[src/rtl/useq_ctrl.sv]
// useq_ctrl: microsequencer owning the instruction register and T-state counter,
// with memory wait states, halt and single-step at instruction boundaries.
module useq_ctrl #(
  parameter int II_BIT  = 6,
  parameter int RT_BIT  = 11,
  parameter int MEM_BIT = 15,
  parameter int MAX_T   = 7
) (
  input  logic        clk,
  input  logic        reset_n,
  input  logic [15:0] bus_in,
  input  logic [15:0] uinstr,
  input  logic        mem_ready,
  input  logic        halt_req,
  input  logic        step,
  output logic [15:0] instr,
  output logic [2:0]  T,
  output logic        uinstr_en,
  output logic        halted,
  output logic        t_overrun
);
  typedef enum logic [1:0] {RUN, STALL, HALT, STEP} state_t;
  state_t      r_state, w_state_nxt;
  logic        r_from_step, w_from_step_nxt;
  logic [15:0] r_instr;
  logic [2:0]  r_t;
  logic        r_ovr;
  logic        w_mem, w_rt, w_ii, w_active, w_en, w_wrap, w_bound, w_in_step, w_stop, w_unused;
  assign w_mem     = uinstr[MEM_BIT];
  assign w_rt      = uinstr[RT_BIT];
  assign w_ii      = uinstr[II_BIT];
  assign w_unused  = ^uinstr;
  assign w_active  = (r_state == RUN) || (r_state == STEP);
  assign w_en      = w_active ? (!w_mem || mem_ready) : (r_state == STALL) && mem_ready;
  assign w_wrap    = r_t == 3'(MAX_T);
  assign w_bound   = w_en && (w_rt || w_wrap);
  // A stall remembers whether it interrupted a single-stepped instruction
  assign w_in_step = (r_state == STEP) || ((r_state == STALL) && r_from_step);
  assign w_stop    = w_bound && (w_in_step || halt_req);
  always_ff @(posedge clk) begin
    if (!reset_n) begin
      r_state     <= RUN;
      r_from_step <= 1'b0;
    end else begin
      r_state     <= w_state_nxt;
      r_from_step <= w_from_step_nxt;
    end
  end
  always_comb begin
    w_state_nxt     = r_state;
    w_from_step_nxt = r_from_step;
    if (w_active && w_mem && !mem_ready) begin
      w_state_nxt     = STALL;
      w_from_step_nxt = r_state == STEP;
    end else if (r_state == HALT)
      w_state_nxt = !halt_req ? RUN : step ? STEP : HALT;
    else if (w_en)
      w_state_nxt = w_stop ? HALT : w_in_step ? STEP : RUN;
  end
  always_comb begin
    uinstr_en = w_en;
    halted    = r_state == HALT;
    instr     = r_instr;
    T         = r_t;
    t_overrun = r_ovr;
  end
  always_ff @(posedge clk) begin
    if (!reset_n) begin
      r_instr <= '0;
      r_t     <= '0;
      r_ovr   <= 1'b0;
    end else if (w_en) begin
      if (w_ii) r_instr <= bus_in;
      r_t <= (w_rt || w_wrap) ? 3'd0 : r_t + 3'd1;
      if (!w_rt && w_wrap) r_ovr <= 1'b1;
    end
  end
endmodule

[config.mk]
export PLATFORM = sky130hd
export DESIGN_NAME = useq_ctrl
export DESIGN_NICKNAME = d
export VERILOG_FILES = /design/src/rtl/useq_ctrl.sv
export SDC_FILE = /design/constraint.sdc
export NUM_CORES = 1
export LEC_CHECK = 0
export CAP_MARGIN = 15
export CORE_MARGIN = 4
export CORE_UTILIZATION = 39
export DETAILED_ROUTE_END_ITERATION = 10
export GPL_ROUTABILITY_DRIVEN = 0
export GPL_TIMING_DRIVEN = 0
export PLACE_DENSITY = 0.86
export SLEW_MARGIN = 0
export SYNTH_ARGS = -nofsm -noshare
export SYNTH_HDL_FRONTEND = slang
export SYNTH_SLANG_ARGS = --single-unit
[constraint.sdc]
create_clock -name clk -period 2 [get_ports clk]
set_input_delay 0.5 -clock clk [delete_from_list [all_inputs] [get_ports clk]]
set_output_delay 0.5 -clock clk [all_outputs]
set_load 0.005 [all_outputs]
Word level (Yosys, flattened, before mapping)
Cells that the tools add are included.

Register bits: 23. Bits in latches: 0. Bits in writable memories: 0. Bits in read-only memories: 0. Bits of input ports: 37. Logic and storage cells: 42. Memories: 0.

$add $sub $neg: 1. Multiply operators: 0. Divide/modulo/power cells: 0. Magnitude comparators: 0. Eq/ne operators: 4. Shifts and indexed selects: 0. Multiplexer cells: 9. Bitwise gates (word level): 1. Reduce and logical (&&, ||, !) cells: 21.

Operators with widths (count): $mux W2 (5); $logic_and A1 B1 Y1 (7); $logic_or A1 B1 Y1 (5); $eq A2 B2 Y1 const B (2); $reduce_and A2 Y1 (2); $add A3 B1 Y3 const B (1); $eq A3 B3 Y1 const B (1); $logic_not A1 Y1 (3); $mux W1 (3); $mux W3 (1); $reduce_bool A3 Y1 (1); $eq A2 B1 Y1 const B (1); $logic_not A2 Y1 (1); $reduce_bool A2 Y1 (1); $reduce_or A2 Y1 (1); $not A1 Y1 (1).

Longest topological paths before layout
Word-level depth: 9. Depth in mapped cells: 7.

Worst setup path after synthesis
No wires, ideal clock.

Kind: reg-to-output. From: register r_state[0]. To: output uinstr_en. Arrival time: 1.099 ns. Required time: 1.500 ns. Slack: 0.401 ns. Stages on the path, launching flop included: 5. Buffers on the path: 0. Cell sequence: dfxtp_1 -> inv_1 -> ha_1 -> o21ai_2 -> nand2_1.

Word-level cells in the longest chain between the ends: 3. Elaborated cells on any way between the ends: 6. Those cells by class: eq/ne: 2; mux: 1; reduce/logical: 3.

Ends and longest elaborated chain: start, declared (line 23) `state_t r_state, w_state_nxt;`; start signal, assigned (line 45) `r_state <= w_state_nxt;`; $eq A2 B1 Y1, or another cell as far along (line 34) `assign w_en = w_active ? (!w_mem || mem_ready) : (r_state == STALL) && mem_ready;`; $logic_and A1 B1 Y1 or $logic_or A1 B1 Y1 (tied branches) (line 34, 33); $mux W1 (*) (line 34); end, declared (line 18) `output logic uinstr_en,`.

Every way passes the cells marked *; elsewhere a longest branch is shown, timed or not.

Final worst setup path
From: register r_state[1]. To: output uinstr_en.

The elaborated chain is that of the path after synthesis.

==> impl_results.md <==
- Fillers: 230
- Minimum clock period: just under 2 ns
- Setup TNS: 0 ns
- Post-synth top cells: 33 x nand2_1, 23 x dfxtp_1, 17 x mux2i_1
- Pre-CTS setup slack: -0.2922 ns
- Setup CP Type: reg2out
- First-pass GRT wire length: roughly 4.7 mm
- Synth Area in Compound Gates: 0.1425
- Post-synth EDFFs: 0
- Delay of the slowest critical-path stage: 0.41 ns
- Top-count cell post-synth: nand2_1
- Initial DRC count: 16
- Max-slew violations: 0
- CTS Buffer Depth: 2
- Ys async rst share: 0
- Syn Area/Cell: approximately 9 um2
- Clock slew at reported path FFs: 0.13 ns
- PwrDens: ~990 mW/mm2
- Wire length per cell: 13.83 um
- Post-synth cell types: 32
- Crit. End Element: primary output
- IO Count: between 50 and 60
- Clock root buffer: clkbuf_4
- Initial Util: 0.4074
- Core area: between 0.002 and 0.003 mm2
- Combinational family with the most area after synthesis: simple AND/OR/NAND/NOR gates
- Worst vdd ir: approximately 0.00063 V
- Post-detail-place hpwl: approximately 2.1 mm
- Sequential element share of the synthesized area: 0.4098
- Synth Area in Simple Gates: 0.1915
- # setup viols final: 0
- YS warnings: 0
- Worst EP arrival: 1.43 ns
- Max Freq: between 0.5 and 0.6 GHz
- All-Layer GR Usage: 0.1650
- Post-synth top area share: 0.4098
- Final Util: 0.6225
- Layout Skew: between 0.002 and 0.0025 ns
- Final net count: roughly 220
- Endpoints failing hold: 0
- Post-DRT Antenna Nets: 0
- Seq. cell area: ~460 um2
- CP startpoint: r_state[1]
- CP Cell Sequence: inv_1 > ha_4 > o21ai_4 > nand2_1 > clkdlybuf4s15_1
- Post-route DRC: 0
- Initial antenna violation count: 0
- Drt pass-1 iters: 4
- CTS tree: built
- Multi-input gate area: 645.6 um2
- Congestion Overflow GR: 0
- RSZ-0062 raised after global routing: no
- Cell area after synthesis: 0.001124 mm2
- Mapped Cells: roughly 120
- Antenna diode count: 0
- Mux share of post-synthesis cell area: 0.1514
- Clock Sinks: 23
- XOR/XNOR Fraction of Synth Area: 0
- Post-synth top area cell: dfxtp_1
- Area growth, synth to finish: 52.78%
- Worst-skew pair later-pin latency: roughly 0.31 ns
- Post-Synthesis Net Count: roughly 160
- Hold WS: 0.4713 ns
- CTS buffer count: 3
- Port buffer count: between 40 and 50
- Max FO, Critical Path: 5
- Run status: finished, final reports clean
- Slew @ Worst Pin: roughly 0.42 ns
- Hold Path Class: reg2reg
- H-tree Lvls: 1
- Hold path startpoint: instr[8]
- Synth area leaders: dfxtp_1 41%, mux2i_1 15%, nand2_1 11%
- CP max-delay cell: dfxtp_2
- Die Footprint: about 0.0038 mm2
- Final WL: roughly 2.9 mm
- Max-cap violations: 0
- Synth Area in Adders: 0.05568
- Routed via count: about 1,100
- Post-DR vias/cell: a little over 5
- Worst slew margin: 0.7204
- Vias in the first global route: ~1,200
- Reg-to-reg critical path startpoint: r_state[0]
- Die Width: about 62 um
- Site Rows: 19
- Post-synth top flop: dfxtp_1
- Fraction of layout instances using a drive strength above 1: 0.1193
- Yosys reg bits: 23
- Largest net degree at the start of global routing: 14
- Critical Path Source Type: flip-flop
- Final setup margin: ~0.073 ns
- Lkg Pwr: slightly below 0.0007 uW
- Final period utilization: 0.9636
- Critical Path RT: around 1.5 ns
- Die height: roughly 62 um
[layout by cell type (no fill, tap or decap), types with 3 or more instances in the layout]
master,n
mux2i_1,17
buf_4,5
nand3_1,3
clkbuf_4,3
o21a_1,3
clkbuf_1,3
nand2_1,33
a21boi_0,3
nand2b_1,3
clkdlybuf4s50_1,43
ha_1,3
dfxtp_1,21
[cell families (layout without fill, tap and decap cells)]
family | Yosys count | count (layout)
AOI/OAI and AO/OA | 21 | 21
and+or+nand+nor | 48 | 48
buffers and inverters | 8 | 62
DFF | 23 | 23
muxes | 17 | 17
adders and majority gates | 5 | 5
[critical path: cells and delay by family (launching register included)]
family | cells | cell delay [ns]
DFF | 1 | 0.41
buffers and inverters | 2 | 0.29
adders and majority gates | 1 | 0.18
AOI/OAI and AO/OA | 1 | 0.16
and+or+nand+nor | 1 | 0.07
[through the flow]
stage	power, uW	std cells	area, um2
final	1691	207	1717
after floorplan	1026	122	1124
after global routing	1801	207	1717
after global placement	1286	198	1613
after CTS	1657	206	1698
after detailed placement	1305	198	1613
[cell type report]
cell class / instances / area share
plain buffers: 6 / 0.02770
clock buffers: 3 / 0.01312
clock inverters: 1 / 0.002915
inverters: 2 / 0.004373
multi-input cells: 91 / 0.3761
flip-flops and latches: 23 / 0.2697
well taps: 31 / 0.02259
repair buffers: 50 / 0.2835
[state kept, by name (all words and copies together) (netlist names)]
signal and count:
t_overrun 1, r_from_step 1, instr 16, T 3, r_state 2
[worst paths after layout]
| path | endpoint | slack, ns | depth (start not counted) |
|---|---|---|---|
| max | uinstr_en | 0.07 | 5 |
| min reg2reg | instr[8] | 0.47 | 2 |
| max reg2reg | instr[6] | 0.22 | 9 |
| min | instr[8] | 0.47 | 2 |
[report_power, final]
group | leakage (uW) | internal, uW | switching [uW]
clock | 0.0000177 | 74.8 | 147
sequential | 0.000189 | 540 | 56.3
combinational | 0.000467 | 496 | 377
total | 0.000673 | 1110 | 580
[metal layers]
metal / routed length [um] / vias up / GRT usage
li1: - / 530 / -
met1: 1116 / 485 / 0.1765
met2: 1365 / 51 / 0.2870
met3: 315 / 8 / 0.05870
met4: 64 / 0 / 0.07879
met5: 0 / - / 0
[what timing repair did]
item,CTS,global route
endpoints found under the setup margin,2,1
hold buffers,0,0
setup buffers,4,1
pin swaps,2,2
resized for setup,9,3
No activity file was read; power rests on OpenSTA's default activity.
